**config.mk**
```make
export PLATFORM = sky130hd
export DESIGN_NAME = pipeline_hazard_ctrl
export DESIGN_NICKNAME = d
export VERILOG_FILES = /design/src/rtl/pipeline_hazard_ctrl.sv
export SDC_FILE = /design/constraint.sdc
export NUM_CORES = 1
export LEC_CHECK = 0
export BUFFER_PORTS_ARGS = -buffer_cell sky130_fd_sc_hd__buf_2
export CORE_MARGIN = 1.5
export CORE_UTILIZATION = 40
export CTS_BUF_LIST = sky130_fd_sc_hd__clkbuf_4 sky130_fd_sc_hd__clkbuf_8 sky130_fd_sc_hd__clkbuf_16
export CTS_CLUSTER_DIAMETER = 40
export CTS_CLUSTER_SIZE = 10
export DETAILED_ROUTE_END_ITERATION = 10
export MAX_ROUTING_LAYER = met4
export SYNTH_ARGS = -nofsm -noshare
export SYNTH_HDL_FRONTEND = slang
export SYNTH_SLANG_ARGS = --single-unit
```
**constraint.sdc**
```tcl
create_clock -name clk -period 3 [get_ports clk]
set_clock_uncertainty 0.05 [all_clocks]
set_input_delay 0.15 -clock clk [delete_from_list [all_inputs] [get_ports clk]]
set_output_delay 0.15 -clock clk [all_outputs]
set_load 0.02 [all_outputs]
```
**src/rtl/pipeline_hazard_ctrl.sv**
```systemverilog
// Purpose : ID-stage interlock; per-register countdown scoreboard plus MUL/DIV occupancy FSM
// Latency : stall/bubble/issue are combinational from IF/ID and current state; stall_cnt is registered
// Backpr. : stall=1 holds PC and IF/ID; bubble=1 loads a NOP into ID/EX in the same cycle
//
// Ports:
//   clk, rst            rising-edge clock, synchronous active-high reset
//   id_valid, id_instr  IF/ID contents ([31:26] op, [25:21] rd, [20:16] rs1, [15:11] rs2)
//   stall, bubble       hazard detected this cycle (freeze front end, inject NOP)
//   issue               instruction leaves ID this cycle
//   md_busy             MUL/DIV unit occupied
//   stall_cnt           saturating count of stalled cycles
module pipeline_hazard_ctrl #(
  parameter int ALU_LAT = 3,
  parameter int MD_LAT  = 8,
  parameter int NREG    = 32,
  parameter int CNT_W   = 16
) (
  input  logic             clk,
  input  logic             rst,
  input  logic             id_valid,
  input  logic [31:0]      id_instr,
  output logic             stall,
  output logic             bubble,
  output logic             issue,
  output logic             md_busy,
  output logic [CNT_W-1:0] stall_cnt
);

  localparam int SB_W = $clog2(MD_LAT + 1);
  localparam logic [SB_W-1:0] L_ALU   = SB_W'(ALU_LAT);
  localparam logic [SB_W-1:0] L_MD    = SB_W'(MD_LAT);
  localparam logic [SB_W-1:0] MD_INIT = SB_W'(MD_LAT - ALU_LAT);

  typedef enum logic {S_IDLE, S_BUSY} state_t;

  // Entry 0 is never loaded, so reading it always yields "no pending write".
  logic [SB_W-1:0]  r_cnt [NREG];
  logic [SB_W-1:0]  r_md_cnt;
  logic [CNT_W-1:0] r_stall_cnt;
  state_t           r_state;

  state_t           w_state_nxt;
  logic [SB_W-1:0]  w_md_cnt_nxt;
  logic [5:0]       w_op;
  logic [4:0]       w_rd, w_rs1, w_rs2;
  logic             w_rd_a, w_rd_b, w_wr, w_md;
  logic [SB_W-1:0]  w_lat;
  logic             w_raw, w_waw, w_struct, w_haz, w_issue;
  logic [NREG-1:0]  w_wr_sel;
  logic             w_unused_instr;

  assign w_op  = id_instr[31:26];
  assign w_rd  = id_instr[25:21];
  assign w_rs1 = id_instr[20:16];
  assign w_rs2 = id_instr[15:11];
  assign w_unused_instr = |id_instr[10:0];

  // Instruction class decode; unknown opcodes fall through as NOP.
  always_comb begin
    w_rd_a = 1'b0;
    w_rd_b = 1'b0;
    w_wr   = 1'b0;
    w_md   = 1'b0;
    w_lat  = '0;
    case (w_op)
      6'd1, 6'd2, 6'd3, 6'd4, 6'd12, 6'd13: begin
        w_rd_a = 1'b1; w_rd_b = 1'b1; w_wr = 1'b1; w_lat = L_ALU;
      end
      6'd10, 6'd11: begin
        w_rd_a = 1'b1; w_rd_b = 1'b1; w_wr = 1'b1; w_md = 1'b1; w_lat = L_MD;
      end
      6'd5: begin
        w_rd_a = 1'b1; w_wr = 1'b1; w_lat = L_ALU;
      end
      6'd6: begin
        w_rd_a = 1'b1;
      end
      default: ;
    endcase
  end

  // Hazards use pre-update state, so an instruction never sees its own rd load.
  assign w_raw    = (w_rd_a && (w_rs1 != 5'd0) && (r_cnt[w_rs1] != '0)) ||
                    (w_rd_b && (w_rs2 != 5'd0) && (r_cnt[w_rs2] != '0));
  assign w_waw    = w_wr && (w_rd != 5'd0) && (r_cnt[w_rd] != '0);
  assign w_struct = w_md && md_busy;
  assign w_haz    = id_valid && (w_raw || w_waw || w_struct);
  assign w_issue  = id_valid && !w_haz;

  assign stall     = w_haz;
  assign bubble    = w_haz;
  assign issue     = w_issue;
  assign md_busy   = (r_state == S_BUSY);
  assign stall_cnt = r_stall_cnt;

  always_comb begin
    w_wr_sel = '0;
    if (w_issue && w_wr && (w_rd != 5'd0)) w_wr_sel[w_rd] = 1'b1;
  end

  // Scoreboard: a fresh load wins over the per-cycle decrement.
  always_ff @(posedge clk) begin
    if (rst) begin
      for (int i = 0; i < NREG; i++) r_cnt[i] <= '0;
    end else begin
      for (int i = 0; i < NREG; i++) begin
        if (w_wr_sel[i])          r_cnt[i] <= w_lat;
        else if (r_cnt[i] != '0)  r_cnt[i] <= r_cnt[i] - 1'b1;
      end
    end
  end

  // MUL/DIV occupancy: BUSY holds for MD_INIT+1 cycles after the issue cycle.
  always_comb begin
    w_state_nxt  = r_state;
    w_md_cnt_nxt = r_md_cnt;
    case (r_state)
      S_IDLE: begin
        if (w_issue && w_md) begin
          w_state_nxt  = S_BUSY;
          w_md_cnt_nxt = MD_INIT;
        end
      end
      S_BUSY: begin
        if (r_md_cnt == '0) w_state_nxt  = S_IDLE;
        else                w_md_cnt_nxt = r_md_cnt - 1'b1;
      end
      default: w_state_nxt = S_IDLE;
    endcase
  end

  always_ff @(posedge clk) begin
    if (rst) begin
      r_state  <= S_IDLE;
      r_md_cnt <= '0;
    end else begin
      r_state  <= w_state_nxt;
      r_md_cnt <= w_md_cnt_nxt;
    end
  end

  always_ff @(posedge clk) begin
    if (rst)                               r_stall_cnt <= '0;
    else if (w_haz && (r_stall_cnt != '1)) r_stall_cnt <= r_stall_cnt + 1'b1;
  end

endmodule

```
After elaboration in Yosys (flattened, before gate mapping). Memory sizes are Yosys's and may differ from the RTL's. Cells that the tools add are included.

Output and inout port bits: 20. Memories: 1. Register bits: 21. Bits in writable memories: 128.

Memory list: r_cnt (depth 32, width 4, read ports 35, clocked after Yosys merged registers in 0, wr ports 32, RTL line 37) `logic [SB_W-1:0] r_cnt [NREG];`.

$lt $le $gt $ge: 2. Add/subtract/negate cells: 34. Mux-type cells: 304. Bitwise operators: 65. Reduce and logical (&&, ||, !) cells: 63. Equality and inequality tests: 13.

Operators with widths (count): $mux W4 (66); $mux W1 (233); $reduce_bool A4 Y1 (35); $sub A4 B1 Y4 const B (33); $or A1 B1 Y1 (64); $mux W32 (1); $eq A6 B4 Y1 const B (4); $eq A6 B3 Y1 const B (3); $add A16 B1 Y16 const B (1); $ne A16 B16 Y1 const B (1); $pmux W4 S2 (2); $reduce_bool A5 Y1 (3); $logic_and A1 B1 Y1 (14); $eq A6 B2 Y1 const B (2); $reduce_or A10 Y1 (1); $reduce_or A9 Y1 (1); $reduce_or A8 Y1 (1); $reduce_or A7 Y1 (1); $eq A6 B1 Y1 const B (1); $lt A5 B6 Y1 const B (1); $demux W1 S5 (1); $ge A5 B1 Y1 const B (1); $logic_not A4 Y1 (1); $ne A2 B2 Y1 const B (2); 6 further kinds (8).

Longest topological paths before layout. Gate-level depths: netlist (run 1).

Depth in word-level cells: 19. Mapped depth: 11. Mapped depth without buffers: 8.

Worst setup path after synthesis (run 1). Ideal clock, no wire load.

Path type: flip-flop to flip-flop. From: memory r_cnt[3][2] in the netlist's numbering. To: memory r_cnt[2][0] in the netlist's numbering, data pin. Cell stages (with the launch flop): 10. Path buffers: 1. Clock period less this slack: 3.282 ns. Slack: -0.282 ns. Data arrival time: 2.969 ns. Cell sequence: edfxtp_1 or4_1 nor2_1 a2111oi_0 a211o_1 nor4_2 nand4_4 buf_4 nor3_2 mux2_1.

RTL lines (RTL line): start: declaration (37).

==> run_summary.xml, run 1 <==
<?xml version="1.0" encoding="UTF-8"?>
<metrics>
  <group name="run_status">
    <metric name="status" unit="">complete, but fails checks</metric>
    <metric name="violations" unit="">setup timing</metric>
  </group>
  <group name="power_and_ir_drop">
    <metric name="static-leakage-power" unit="nW">6.121</metric>
    <metric name="report.power.total" unit="mW">12.96</metric>
    <metric name="vdd_ir_drop_max" unit="mV">0.3664</metric>
    <metric name="powerDensity" unit="nW/um2">894.2</metric>
  </group>
  <group name="die">
    <metric name="die_area" unit="um2">27200</metric>
    <metric name="core_area" unit="um2">25910</metric>
    <metric name="number_of_top_level_pins" unit="">55</metric>
    <metric name="initial_utilization" unit="%">40.48</metric>
    <metric name="die_x" unit="um">164.9</metric>
    <metric name="floorplan.die.height" unit="um">164.9</metric>
    <metric name="num_rows" unit="">59</metric>
  </group>
  <group name="synth">
    <metric name="postSynthRegisterBits" unit="">149</metric>
    <metric name="synth-edff-count" unit="">128</metric>
    <metric name="synth_area_per_cell" unit="um2">9.694</metric>
    <metric name="yosysWarnings" unit="">0</metric>
    <metric name="synth-async-reset-ratio" unit="%">0</metric>
    <metric name="synth.net_count" unit="">1152</metric>
    <metric name="netlist_instances" unit="">1082</metric>
    <metric name="yosysSeqAreaShare" unit="%">40.65</metric>
    <metric name="netlist_area" unit="um2">10490</metric>
    <metric name="synth.lib_cells_used.distinct" unit="">70</metric>
    <metric name="postSynth.topFlopCell" unit="">sky130_fd_sc_hd__edfxtp_1</metric>
  </group>
  <group name="worst_setup_path">
    <metric name="reg2reg_setup_slack" unit="ns">-0.29</metric>
    <metric name="required" unit="ns">2.80</metric>
    <metric name="r2r-end" unit="">r_cnt[8][1]</metric>
    <metric name="timing.critical_path.from_type" unit="">flop</metric>
    <metric name="rr_startpoint" unit="">r_cnt[14][1]</metric>
    <metric name="worst-setup-path-type" unit="">reg2out</metric>
    <metric name="crit_fanout" unit="">6</metric>
    <metric name="crit_path_end_kind" unit="">output port</metric>
    <metric name="cp-startpoint" unit="">r_cnt[2][2]</metric>
    <metric name="length_in_cells_of_the_worst_reg_to_reg_path" unit="">9</metric>
    <metric name="critical_path_arrival" unit="ns">3.11</metric>
  </group>
  <group name="sta">
    <metric name="max_slew.worst_pin.slew" unit="ns">0.6660</metric>
    <metric name="worst_slew_margin_rel" unit="%">55.60</metric>
    <metric name="finalSetupTns" unit="ns">-32.19</metric>
    <metric name="drv_slew" unit="">0</metric>
    <metric name="setup_viol" unit="">214</metric>
    <metric name="max_freq" unit="MHz">302.4</metric>
    <metric name="grt_setup_unrepaired" unit="">true</metric>
    <metric name="post-route-worst-setup-slack" unit="ns">-0.3067</metric>
    <metric name="final_min_period_over_clock_period" unit="%">110.2</metric>
    <metric name="finalHoldViolCount" unit="">0</metric>
    <metric name="finalCriticalPeriod" unit="ns">3.307</metric>
  </group>
  <group name="route">
    <metric name="count_of_antenna_violating_nets_left_after_detailed_routing" unit="">0</metric>
    <metric name="detail_route.first_pass.iterations" unit="">5</metric>
    <metric name="num_vias" unit="">9284</metric>
    <metric name="routed_wirelength" unit="mm">28.69</metric>
    <metric name="detail_route.wl_per_cell" unit="um">16.74</metric>
    <metric name="remaining_drc_errors" unit="">0</metric>
    <metric name="viasPerCell" unit="">5.417</metric>
    <metric name="dr.first_iter.drc_count" unit="">656</metric>
  </group>
  <group name="place">
    <metric name="placed_cells" unit="">1645</metric>
    <metric name="detailed_place_hpwl" unit="mm">20.76</metric>
    <metric name="place_congestion" unit="">0.8841</metric>
    <metric name="io_buffer_count" unit="">43</metric>
  </group>
  <group name="clock_network">
    <metric name="clock_latency" unit="ns">0.44</metric>
    <metric name="clock_sink_count" unit="">149</metric>
    <metric name="cts_buffers" unit="">17</metric>
    <metric name="cts_tree" unit="">done</metric>
    <metric name="root_buffer" unit="">sky130_fd_sc_hd__clkbuf_16</metric>
    <metric name="cts.clk_slew.worst_paths" unit="ns">0.07</metric>
    <metric name="cts_stage_hold_buffer_count" unit="">0</metric>
    <metric name="number_of_h_tree_levels" unit="">4</metric>
    <metric name="clockBufferDepth" unit="">2</metric>
  </group>
  <group name="cells_and_area">
    <metric name="final_layout_size_suffix_gt1_share" unit="%">39.48</metric>
    <metric name="num-nets-final" unit="">1435</metric>
    <metric name="layout.cells.most_common" unit="">sky130_fd_sc_hd__buf_4</metric>
    <metric name="fill_cells" unit="">2217</metric>
    <metric name="fin_util" unit="%">55.94</metric>
    <metric name="most_frequent_cells_in_the_layout" unit="">sky130_fd_sc_hd__buf_4, sky130_fd_sc_hd__nor2_1, sky130_fd_sc_hd__edfxtp_1</metric>
    <metric name="area_added_between_synthesis_and_finish" unit="%">38.20</metric>
    <metric name="layoutNonFillerInstCount" unit="">1714</metric>
  </group>
  <group name="grt">
    <metric name="grt_pass1_vias" unit="">8780</metric>
    <metric name="gr_ovfl_total" unit="">0</metric>
    <metric name="grt_max_degree" unit="">48</metric>
    <metric name="grt_overall_usage" unit="%">21.80</metric>
    <metric name="grt_first_pass_wirelength" unit="mm">44.77</metric>
    <metric name="antenna_found_initial" unit="">1</metric>
  </group>
  <group name="run">
    <metric name="max_cap_violations" unit="">0</metric>
  </group>
  <group name="worst_hold_path">
    <metric name="worst_hold_startpoint" unit="">rst</metric>
    <metric name="whs_endpoint" unit="">stall_cnt[14]</metric>
    <metric name="holdPathStages" unit="">2</metric>
    <metric name="hp-class" unit="">in2reg</metric>
  </group>
</metrics>
-- report_power, final --
group	leakage (nW)	switching (mW)	internal (mW)
clock network	0.288	0.981	1.15
logic	4.23	3.17	3.83
registers	1.61	0.483	3.35
total	6.12	4.63	8.33
-- worst max-delay path, stage by stage, from the launching register on --
cell,delay [ns]
sky130_fd_sc_hd__edfxtp_1,0.39
sky130_fd_sc_hd__or4_4,0.61
sky130_fd_sc_hd__nand3_2,0.08
sky130_fd_sc_hd__a31oi_1,0.07
sky130_fd_sc_hd__o311a_1,0.36
sky130_fd_sc_hd__a311oi_4,0.31
sky130_fd_sc_hd__buf_4,0.21
sky130_fd_sc_hd__buf_6,0.11
sky130_fd_sc_hd__o2111a_4,0.26
sky130_fd_sc_hd__and2_4,0.16
sky130_fd_sc_hd__buf_6,0.11
-- worst max path at each step --
stage / end / slack, ns / cells past startpoint
finish: issue / -0.31 / 10
global route: issue / -0.40 / 10
CTS: r_cnt[8][1] / -0.25 / 9
detailed placement: r_cnt[10][0] / -0.46 / 9
global placement: stall_cnt[1] / -0.25 / 11
floorplan: r_cnt[12][3] / -0.17 / 8
-- Yosys cell counts (all sizes together), types with 2 or more instances --
cell / n / share of area [%]
and3: 5 / 0.30
dfxtp: 21 / 4.0
edfxtp: 128 / 37
or3b: 2 / 0.17
o211ai: 4 / 0.29
o31ai: 12 / 0.86
nor3: 31 / 2.3
buf: 13 / 0.79
o21ai: 33 / 1.6
inv: 73 / 2.6
nand2: 81 / 2.9
mux2: 77 / 8.3
or3: 32 / 1.9
a22oi: 2 / 0.14
mux4: 11 / 2.4
a2111oi: 4 / 0.33
ha: 35 / 4.2
o2111a: 2 / 0.30
nor4b: 3 / 0.25
xnor2: 18 / 1.5
a21oi: 34 / 1.6
and2: 3 / 0.18
a31oi: 2 / 0.12
clkbuf: 38 / 1.4
o2111ai: 5 / 0.42
nor2: 162 / 5.8
o31a: 24 / 2.0
nand4: 10 / 0.74
mux2i: 37 / 3.5
o21a: 6 / 0.43
nand3b: 12 / 0.86
a221oi: 2 / 0.17
nor3b: 5 / 0.36
nand4b: 8 / 0.67
nor4: 41 / 2.7
or4: 12 / 0.86
o21bai: 22 / 1.6
nand3: 10 / 0.48
a211oi: 4 / 0.29
nor2b: 10 / 0.60
nand2b: 33 / 2.0
-- metrics by stage --
step | setup WS [ns] | area, um2 | hold slack, ns
after global placement | -0.2524 | 12890 | 0.4242
after floorplan | -0.1699 | 10680 | 0.3549
after global routing | -0.4042 | 14500 | 0.1448
final | -0.3067 | 14500 | 0.1241
after CTS | -0.2528 | 13920 | 0.1108
after detailed placement | -0.4564 | 12890 | 0.4433
-- logic make-up after synthesis --
logic type	Yosys count	share of synthesized area, %
adder cells (fa/ha/maj)	35	4.175
AO/OA/AOI/OAI	163	10.88
buffers and inverters	124	4.783
AND/OR/NAND/NOR	467	23.69
multiplexers	125	14.23
flip-flops	149	40.65
XOR/XNOR	19	1.587
-- layout make-up --
class,instances,area (um2),area share [%]
Clock buffer,18,450.4,3.107
Inverter,73,276.5,1.908
Sequential cell,149,4264,29.42
Multi-Input combinational cell,809,6505,44.88
Timing Repair Buffer,315,2450,16.90
Antenna cell,1,2.502,0.01726
Clock inverter,14,127.6,0.8804
Tap cell,335,419.2,2.892
-- timing repair --
item | in CTS | in global routing
cloned | 0 | 3
buffers inserted | 23 | 20
pin swaps | 27 | 32
endpoints found under the setup margin | 232 | 229
resized for setup | 76 | 88
-- flip-flops by register name, indices dropped and copies added, names as in the netlist --
signal,count
r_cnt,128
r_md_cnt,4
md_busy,1
stall_cnt,16
-- routing by layer --
metal / global-route usage (%) / vias up / wire length, um
met5: - / - / 0
met4: 6.716 / 0 / 478
met3: 3.440 / 35 / 1212
met1: 27.67 / 4480 / 12830
li1: - / 4571 / -
met2: 35.75 / 198 / 14160
Power figures use the tool's default switching activity.
==> run 2: changes to the inputs <==
PLACE_DENSITY = 0.7   (was unset)
==> run 2 against run 1 <==
Compared with the run above:
- the flow still finishes with violations (setup timing)
- via count is 1.7% higher
- sequential share of layout area rose by 0.55 points
- design area decreased by 1.8%
- clock power is essentially flat
- register-to-register slack worse by 0.02 ns
- utilization down 1.0 points
- final cell count is 0.64% lower
- first-iteration DRC count grew 20%
- critical path depth unchanged
- routed wire length increased by 1.1%
- total power shrank 1.9%
==> run_summary.xml, run 2 (same netlist as run 1, synthesis figures left out) <==
<?xml version="1.0" encoding="UTF-8"?>
<metrics>
  <group name="sta">
    <metric name="finalCriticalPeriod" unit="ns">3.340</metric>
    <metric name="post-route-worst-setup-slack" unit="ns">-0.3399</metric>
    <metric name="grt_setup_unrepaired" unit="">true</metric>
    <metric name="final_min_period_over_clock_period" unit="%">111.3</metric>
    <metric name="drv_slew" unit="">0</metric>
    <metric name="max_slew.worst_pin.slew" unit="ns">0.7111</metric>
    <metric name="worst_slew_margin_rel" unit="%">52.59</metric>
    <metric name="finalHoldViolCount" unit="">0</metric>
    <metric name="setup_viol" unit="">204</metric>
    <metric name="max_freq" unit="MHz">299.4</metric>
  </group>
  <group name="cells_and_area">
    <metric name="layout.cells.most_common" unit="">sky130_fd_sc_hd__buf_4</metric>
    <metric name="area_added_between_synthesis_and_finish" unit="%">35.67</metric>
    <metric name="final_layout_size_suffix_gt1_share" unit="%">36.60</metric>
    <metric name="regMostFlops" unit="">r_cnt</metric>
    <metric name="largest_reg_flops" unit="">128</metric>
    <metric name="final_design_area_no_fill" unit="um2">14230</metric>
    <metric name="fin_util" unit="%">54.92</metric>
    <metric name="num-nets-final" unit="">1423</metric>
    <metric name="fill_cells" unit="">2162</metric>
    <metric name="most_frequent_cells_in_the_layout" unit="">sky130_fd_sc_hd__buf_4, sky130_fd_sc_hd__nor2_1, sky130_fd_sc_hd__edfxtp_1</metric>
  </group>
  <group name="place">
    <metric name="detailed_place.area" unit="um2">12790</metric>
    <metric name="detailed_place_hpwl" unit="mm">20.80</metric>
    <metric name="io_buffer_count" unit="">43</metric>
    <metric name="place_congestion" unit="">0.9538</metric>
  </group>
  <group name="clock_network">
    <metric name="clock_sink_count" unit="">149</metric>
    <metric name="cts_buffers" unit="">17</metric>
    <metric name="clock_latency" unit="ns">0.44</metric>
    <metric name="clockBufferDepth" unit="">2</metric>
    <metric name="number_of_h_tree_levels" unit="">4</metric>
    <metric name="cts.clk_slew.worst_paths" unit="ns">0.07</metric>
    <metric name="cts_stage_hold_buffer_count" unit="">0</metric>
    <metric name="cts_tree" unit="">done</metric>
    <metric name="root_buffer" unit="">sky130_fd_sc_hd__clkbuf_16</metric>
  </group>
  <group name="power_and_ir_drop">
    <metric name="power.switching" unit="mW">4.524</metric>
    <metric name="share_comb_of_total_power" unit="%">53.0</metric>
    <metric name="static-leakage-power" unit="nW">6.025</metric>
    <metric name="switching_share" unit="%">35.59</metric>
    <metric name="vdd_ir_drop_max" unit="mV">0.4339</metric>
    <metric name="sequentialPowerShare" unit="%">30.2</metric>
    <metric name="power.internal" unit="mW">8.189</metric>
    <metric name="power.share.clock" unit="%">16.8</metric>
    <metric name="powerDensity" unit="nW/um2">893.4</metric>
  </group>
  <group name="route">
    <metric name="detail_route.first_pass.iterations" unit="">5</metric>
    <metric name="remaining_drc_errors" unit="">0</metric>
    <metric name="viasPerCell" unit="">5.542</metric>
    <metric name="routed_wirelength" unit="mm">28.99</metric>
    <metric name="count_of_antenna_violating_nets_left_after_detailed_routing" unit="">0</metric>
    <metric name="num_vias" unit="">9438</metric>
    <metric name="dr.first_iter.drc_count" unit="">787</metric>
    <metric name="detail_route.wl_per_cell" unit="um">17.02</metric>
  </group>
  <group name="worst_hold_path">
    <metric name="hp-class" unit="">in2reg</metric>
    <metric name="holdPathStages" unit="">4</metric>
    <metric name="worst_hold_startpoint" unit="">id_valid</metric>
    <metric name="whs_endpoint" unit="">stall_cnt[1]</metric>
  </group>
  <group name="worst_setup_path">
    <metric name="required" unit="ns">2.80</metric>
    <metric name="r2r-end" unit="">r_cnt[10][0]</metric>
    <metric name="crit_path_end_kind" unit="">output port</metric>
    <metric name="timing.critical_path.from_type" unit="">flop</metric>
    <metric name="critical-path-slowest-cell" unit="">sky130_fd_sc_hd__or4_4</metric>
    <metric name="critical_path_arrival" unit="ns">3.14</metric>
    <metric name="length_in_cells_of_the_worst_reg_to_reg_path" unit="">10</metric>
    <metric name="cp-startpoint" unit="">r_cnt[2][3]</metric>
    <metric name="reg2reg_setup_slack" unit="ns">-0.31</metric>
    <metric name="crit_fanout" unit="">3</metric>
    <metric name="worst-setup-path-type" unit="">reg2out</metric>
    <metric name="timing.critical_path.slowest_cell_delay" unit="ns">0.58</metric>
    <metric name="crit_top_cell" unit="">sky130_fd_sc_hd__buf_6</metric>
    <metric name="timing.critical_path.buf_inv" unit="">3</metric>
    <metric name="rr_startpoint" unit="">r_cnt[6][0]</metric>
    <metric name="crit_path_cell_trace" unit="">or4_4 &gt; nand3_2 &gt; a31oi_1 &gt; o311a_1 &gt; a311oi_4 &gt; buf_4 &gt; buf_6 &gt; o2111a_4 &gt; and2_4 &gt; buf_6</metric>
    <metric name="worst_path_dominant_cell_family" unit="">compound AO/OA/AOI/OAI gates</metric>
  </group>
  <group name="grt">
    <metric name="grt_pass1_vias" unit="">9423</metric>
    <metric name="grt_max_degree" unit="">102</metric>
    <metric name="grt_first_pass_wirelength" unit="mm">46.23</metric>
    <metric name="antenna_found_initial" unit="">2</metric>
    <metric name="gr_ovfl_total" unit="">0</metric>
    <metric name="grt_overall_usage" unit="%">22.52</metric>
  </group>
  <group name="run_status">
    <metric name="status" unit="">complete, but fails checks</metric>
    <metric name="violations" unit="">setup timing</metric>
  </group>
  <group name="die">
    <metric name="initial_utilization" unit="%">40.48</metric>
    <metric name="die_area" unit="um2">27200</metric>
    <metric name="num_rows" unit="">59</metric>
    <metric name="die_x" unit="um">164.9</metric>
    <metric name="number_of_top_level_pins" unit="">55</metric>
    <metric name="core_area" unit="um2">25910</metric>
    <metric name="floorplan.die.height" unit="um">164.9</metric>
  </group>
  <group name="run">
    <metric name="max_cap_violations" unit="">0</metric>
  </group>
</metrics>
[run 2: final cells by class]
cell class / instances / area [um2] / share of cell area [%]
Tap cell: 335 / 419.2 / 2.946
Multi-Input combinational cell: 809 / 6346 / 44.60
Clock inverter: 9 / 65.06 / 0.4572
Antenna cell: 2 / 5.005 / 0.03517
Inverter: 73 / 276.5 / 1.943
Sequential cell: 149 / 4264 / 29.97
Clock buffer: 23 / 523.0 / 3.675
Timing Repair Buffer: 303 / 2331 / 16.38
[run 2: power by group through the flow]
| stage | clock network, mW | registers, mW | logic [mW] |
|---|---|---|---|
| 2_1_floorplan | 0 | 3.93 | 3.43 |
| 3_3_place_gp | 0 | 3.76 | 5.90 |
| 3_5_place_dp | 0 | 3.81 | 6.09 |
| 4_1_cts | 2.16 | 3.80 | 6.50 |
| 5_1_grt | 2.24 | 3.92 | 7.39 |
| 6_report | 2.14 | 3.84 | 6.74 |
[run 2: worst max-delay path by stage]
| stage | depth (start not counted) | to |
|---|---|---|
| 2_1_floorplan | 8 | r_cnt[12][3] |
| 3_5_place_dp | 10 | r_cnt[12][0] |
| 5_1_grt | 10 | r_cnt[10][0] |
| 4_1_cts | 10 | r_cnt[12][0] |
| 3_3_place_gp | 10 | r_cnt[12][1] |
| 6_report | 10 | issue |
[run 2: routing by layer]
| metal | global-route usage [%] | part of all wire [%] |
|---|---|---|
| met1 | 26.10 | 42 |
| met2 | 37.97 | 50 |
| met3 | 4.093 | 4.9 |
| met4 | 10.24 | 3.2 |
| met5 | - | 0 |
[run 2: tightest hold or removal path, stage by stage]
cell	delay (ns)
sky130_fd_sc_hd__buf_2	0.16
sky130_fd_sc_hd__nand2_1	0.13
sky130_fd_sc_hd__or4b_1	0.12
sky130_fd_sc_hd__o21ai_1	0.05
[run 2: what timing repair did]
item	in CTS	in global routing
gates cloned	0	1
buffers inserted	27	9
hold endpoints to repair	0	0
pin swaps	20	12
setup endpoints to repair	207	239
resized for setup	82	41
[run 2: through the flow]
stage / std cells / setup WS (ns) / setup TNS [ns] / hold slack, ns / power, mW
floorplan: 1082 / -0.1699 / -12.41 / 0.3549 / 7.366
global placement: 1632 / -0.3170 / -28.39 / 0.4230 / 9.658
detailed placement: 1632 / -0.3639 / -35.10 / 0.4305 / 9.900
CTS: 1691 / -0.2577 / -18.49 / 0.1582 / 12.46
global route: 1703 / -0.4241 / -53.52 / 0.2037 / 13.54
finish: 1703 / -0.3399 / -30.59 / 0.1746 / 12.71
==> run 3: changes to the inputs <==
CTS_BUF_LIST = unset   (was sky130_fd_sc_hd__clkbuf_4 sky130_fd_sc_hd__clkbuf_8 sky130_fd_sc_hd__clkbuf_16)
==> run 3 against run 2 <==
Compared with the run above:
- the run still ends with setup timing left
- first-iteration DRC count decreased by 3.3%
- sequential power barely moved
- fmax shrank 1.6%
- setup slack got worse by 0.055 ns
- non-clock buffer count increased by 6
==> run_summary.xml, run 3 (same netlist as run 1, synthesis figures left out) <==
<?xml version="1.0" encoding="UTF-8"?>
<metrics>
  <group name="cells_and_area">
    <metric name="num-nets-final" unit="">1429</metric>
    <metric name="final_design_area_no_fill" unit="um2">14360</metric>
    <metric name="regMostFlops" unit="">r_cnt</metric>
    <metric name="largest_reg_flops" unit="">128</metric>
    <metric name="final_layout_size_suffix_gt1_share" unit="%">37.10</metric>
    <metric name="area_added_between_synthesis_and_finish" unit="%">36.86</metric>
    <metric name="fin_util" unit="%">55.40</metric>
    <metric name="layoutNonFillerInstCount" unit="">1709</metric>
    <metric name="most_frequent_cells_in_the_layout" unit="">sky130_fd_sc_hd__buf_4, sky130_fd_sc_hd__nor2_1, sky130_fd_sc_hd__edfxtp_1</metric>
    <metric name="layout.cells.most_common" unit="">sky130_fd_sc_hd__buf_4</metric>
  </group>
  <group name="die">
    <metric name="die_area" unit="um2">27200</metric>
    <metric name="core_area" unit="um2">25910</metric>
    <metric name="num_rows" unit="">59</metric>
    <metric name="die_x" unit="um">164.9</metric>
    <metric name="initial_utilization" unit="%">40.48</metric>
    <metric name="number_of_top_level_pins" unit="">55</metric>
    <metric name="floorplan.die.height" unit="um">164.9</metric>
  </group>
  <group name="route">
    <metric name="remaining_drc_errors" unit="">0</metric>
    <metric name="routed_wirelength" unit="mm">29.16</metric>
    <metric name="num_vias" unit="">9416</metric>
    <metric name="count_of_antenna_violating_nets_left_after_detailed_routing" unit="">0</metric>
    <metric name="dr.first_iter.drc_count" unit="">761</metric>
    <metric name="detail_route.wl_per_cell" unit="um">17.06</metric>
    <metric name="viasPerCell" unit="">5.510</metric>
    <metric name="detail_route.first_pass.iterations" unit="">5</metric>
  </group>
  <group name="sta">
    <metric name="finalHoldViolCount" unit="">0</metric>
    <metric name="max_slew.worst_pin.slew" unit="ns">0.6682</metric>
    <metric name="worst_slew_margin_rel" unit="%">55.45</metric>
    <metric name="setup_viol" unit="">239</metric>
    <metric name="post-route-worst-setup-slack" unit="ns">-0.3946</metric>
    <metric name="finalSetupTns" unit="ns">-43.50</metric>
    <metric name="grt_setup_unrepaired" unit="">true</metric>
    <metric name="finalCriticalPeriod" unit="ns">3.395</metric>
    <metric name="max_freq" unit="MHz">294.6</metric>
    <metric name="drv_slew" unit="">0</metric>
    <metric name="final_min_period_over_clock_period" unit="%">113.2</metric>
  </group>
  <group name="worst_setup_path">
    <metric name="crit_fanout" unit="">3</metric>
    <metric name="worst-setup-path-type" unit="">reg2out</metric>
    <metric name="critical-path-slowest-cell" unit="">sky130_fd_sc_hd__or4_4</metric>
    <metric name="timing.critical_path.from_type" unit="">flop</metric>
    <metric name="crit_path_end_kind" unit="">output port</metric>
    <metric name="timing.critical_path.slowest_cell_delay" unit="ns">0.56</metric>
    <metric name="critical_path_arrival" unit="ns">3.19</metric>
    <metric name="timing.critical_path.buf_inv" unit="">3</metric>
    <metric name="crit_top_cell" unit="">sky130_fd_sc_hd__buf_6</metric>
    <metric name="crit_path_cell_trace" unit="">nor4_4 &gt; mux4_2 &gt; mux2_4 &gt; a31o_1 &gt; or4_4 &gt; buf_6 &gt; o2111a_4 &gt; buf_4 &gt; nor2_4 &gt; buf_6</metric>
    <metric name="required" unit="ns">2.80</metric>
    <metric name="worst_path_dominant_cell_family" unit="">simple AND/OR/NAND/NOR gates</metric>
  </group>
  <group name="power_and_ir_drop">
    <metric name="vdd_ir_drop_max" unit="mV">0.4268</metric>
    <metric name="switching_share" unit="%">35.67</metric>
    <metric name="powerDensity" unit="nW/um2">887.5</metric>
    <metric name="power.share.clock" unit="%">16.6</metric>
    <metric name="static-leakage-power" unit="nW">6.077</metric>
    <metric name="power.switching" unit="mW">4.545</metric>
    <metric name="power.internal" unit="mW">8.195</metric>
    <metric name="sequentialPowerShare" unit="%">30.2</metric>
    <metric name="share_comb_of_total_power" unit="%">53.2</metric>
  </group>
  <group name="clock_network">
    <metric name="cts.clk_slew.worst_paths" unit="ns">0.06</metric>
    <metric name="clock_latency" unit="ns">0.44</metric>
    <metric name="cts_buffers" unit="">17</metric>
    <metric name="number_of_h_tree_levels" unit="">4</metric>
    <metric name="cts_tree" unit="">done</metric>
    <metric name="cts_stage_hold_buffer_count" unit="">0</metric>
    <metric name="clock_sink_count" unit="">149</metric>
    <metric name="clockBufferDepth" unit="">2</metric>
    <metric name="root_buffer" unit="">sky130_fd_sc_hd__clkbuf_16</metric>
  </group>
  <group name="place">
    <metric name="detailed_place.area" unit="um2">12790</metric>
    <metric name="placed_cells" unit="">1632</metric>
    <metric name="io_buffer_count" unit="">43</metric>
    <metric name="place_congestion" unit="">0.9538</metric>
    <metric name="place_worst_setup_slack" unit="ns">-0.3639</metric>
    <metric name="detailed_place_hpwl" unit="mm">20.80</metric>
  </group>
  <group name="grt">
    <metric name="gr_ovfl_total" unit="">0</metric>
    <metric name="grt_pass1_vias" unit="">9405</metric>
    <metric name="grt_max_degree" unit="">102</metric>
    <metric name="grt_overall_usage" unit="%">22.48</metric>
    <metric name="antenna_found_initial" unit="">2</metric>
    <metric name="grt_first_pass_wirelength" unit="mm">46.15</metric>
  </group>
  <group name="run_status">
    <metric name="violations" unit="">setup timing</metric>
    <metric name="status" unit="">complete, but fails checks</metric>
  </group>
  <group name="run">
    <metric name="max_cap_violations" unit="">0</metric>
  </group>
  <group name="worst_hold_path">
    <metric name="hp-class" unit="">in2reg</metric>
  </group>
</metrics>
-- run 3: worst paths after layout --
check | from | end | cells past startpoint | slack [ns]
max | r_cnt[28][1] | stall | 10 | -0.39
min | rst | r_cnt[20][2] | 2 | 0.18
max reg2reg | r_cnt[4][0] | r_cnt[29][0] | 11 | -0.34
min reg2reg | r_md_cnt[0] | r_md_cnt[0] | 2 | 0.43
-- run 3: timing repair --
| action | 4_1_cts | 5_1_grt |
|---|---|---|
| cloned | 0 | 1 |
| pin swaps | 21 | 35 |
| endpoints found under the hold margin | 0 | 0 |
| gates resized for setup | 81 | 68 |
| setup buffers | 31 | 15 |
| endpoints found under the setup margin | 207 | 239 |
-- run 3: layout make-up --
type | instances | area (um2)
clock inverters | 9 | 65.06
repair buffers | 309 | 2425
multi-input cells | 809 | 6387
fillers | 2156 | 11560
inverters | 73 | 276.5
well taps | 335 | 419.2
flip-flops and latches | 149 | 4264
diodes | 2 | 5.005
clock buffers | 23 | 513.0
-- run 3: worst register-to-register path, stage by stage, from the launching register on --
cell and delay, ns:
sky130_fd_sc_hd__edfxtp_1 0.39, sky130_fd_sc_hd__or4_4 0.59, sky130_fd_sc_hd__mux2_2 0.31, sky130_fd_sc_hd__a22oi_2 0.19
sky130_fd_sc_hd__nand4b_1 0.18, sky130_fd_sc_hd__nor4_4 0.27, sky130_fd_sc_hd__buf_4 0.19, sky130_fd_sc_hd__nand2_1 0.09
sky130_fd_sc_hd__buf_12 0.20, sky130_fd_sc_hd__o21ai_1 0.17, sky130_fd_sc_hd__buf_4 0.15, sky130_fd_sc_hd__mux2_2 0.32
-- run 3: per-layer routing --
metal  track usage (%)  share of wire [%]  vias up
li1                  -                  -     4557
met1             26.31                 42     4529
met2             37.95                 49      256
met3             3.742                5.7       74
met4             9.992                3.4        0
met5                 -                  0        -
-- run 3: stage by stage --
| step | total power [mW] | hold WS (ns) |
|---|---|---|
| 2_1_floorplan | 7.366 | 0.3549 |
| 3_3_place_gp | 9.658 | 0.4230 |
| 3_5_place_dp | 9.900 | 0.4305 |
| 4_1_cts | 12.41 | 0.1582 |
| 5_1_grt | 13.58 | 0.2030 |
| 6_report | 12.74 | 0.1814 |
-- run 3: power by group through the flow --
stage	Clock (mW)	Combinational [mW]	Sequential [mW]
finish	2.12	6.78	3.85
global route	2.21	7.44	3.93
CTS	2.14	6.48	3.79
detailed placement	0	6.09	3.81
global placement	0	5.90	3.76
floorplan	0	3.43	3.93
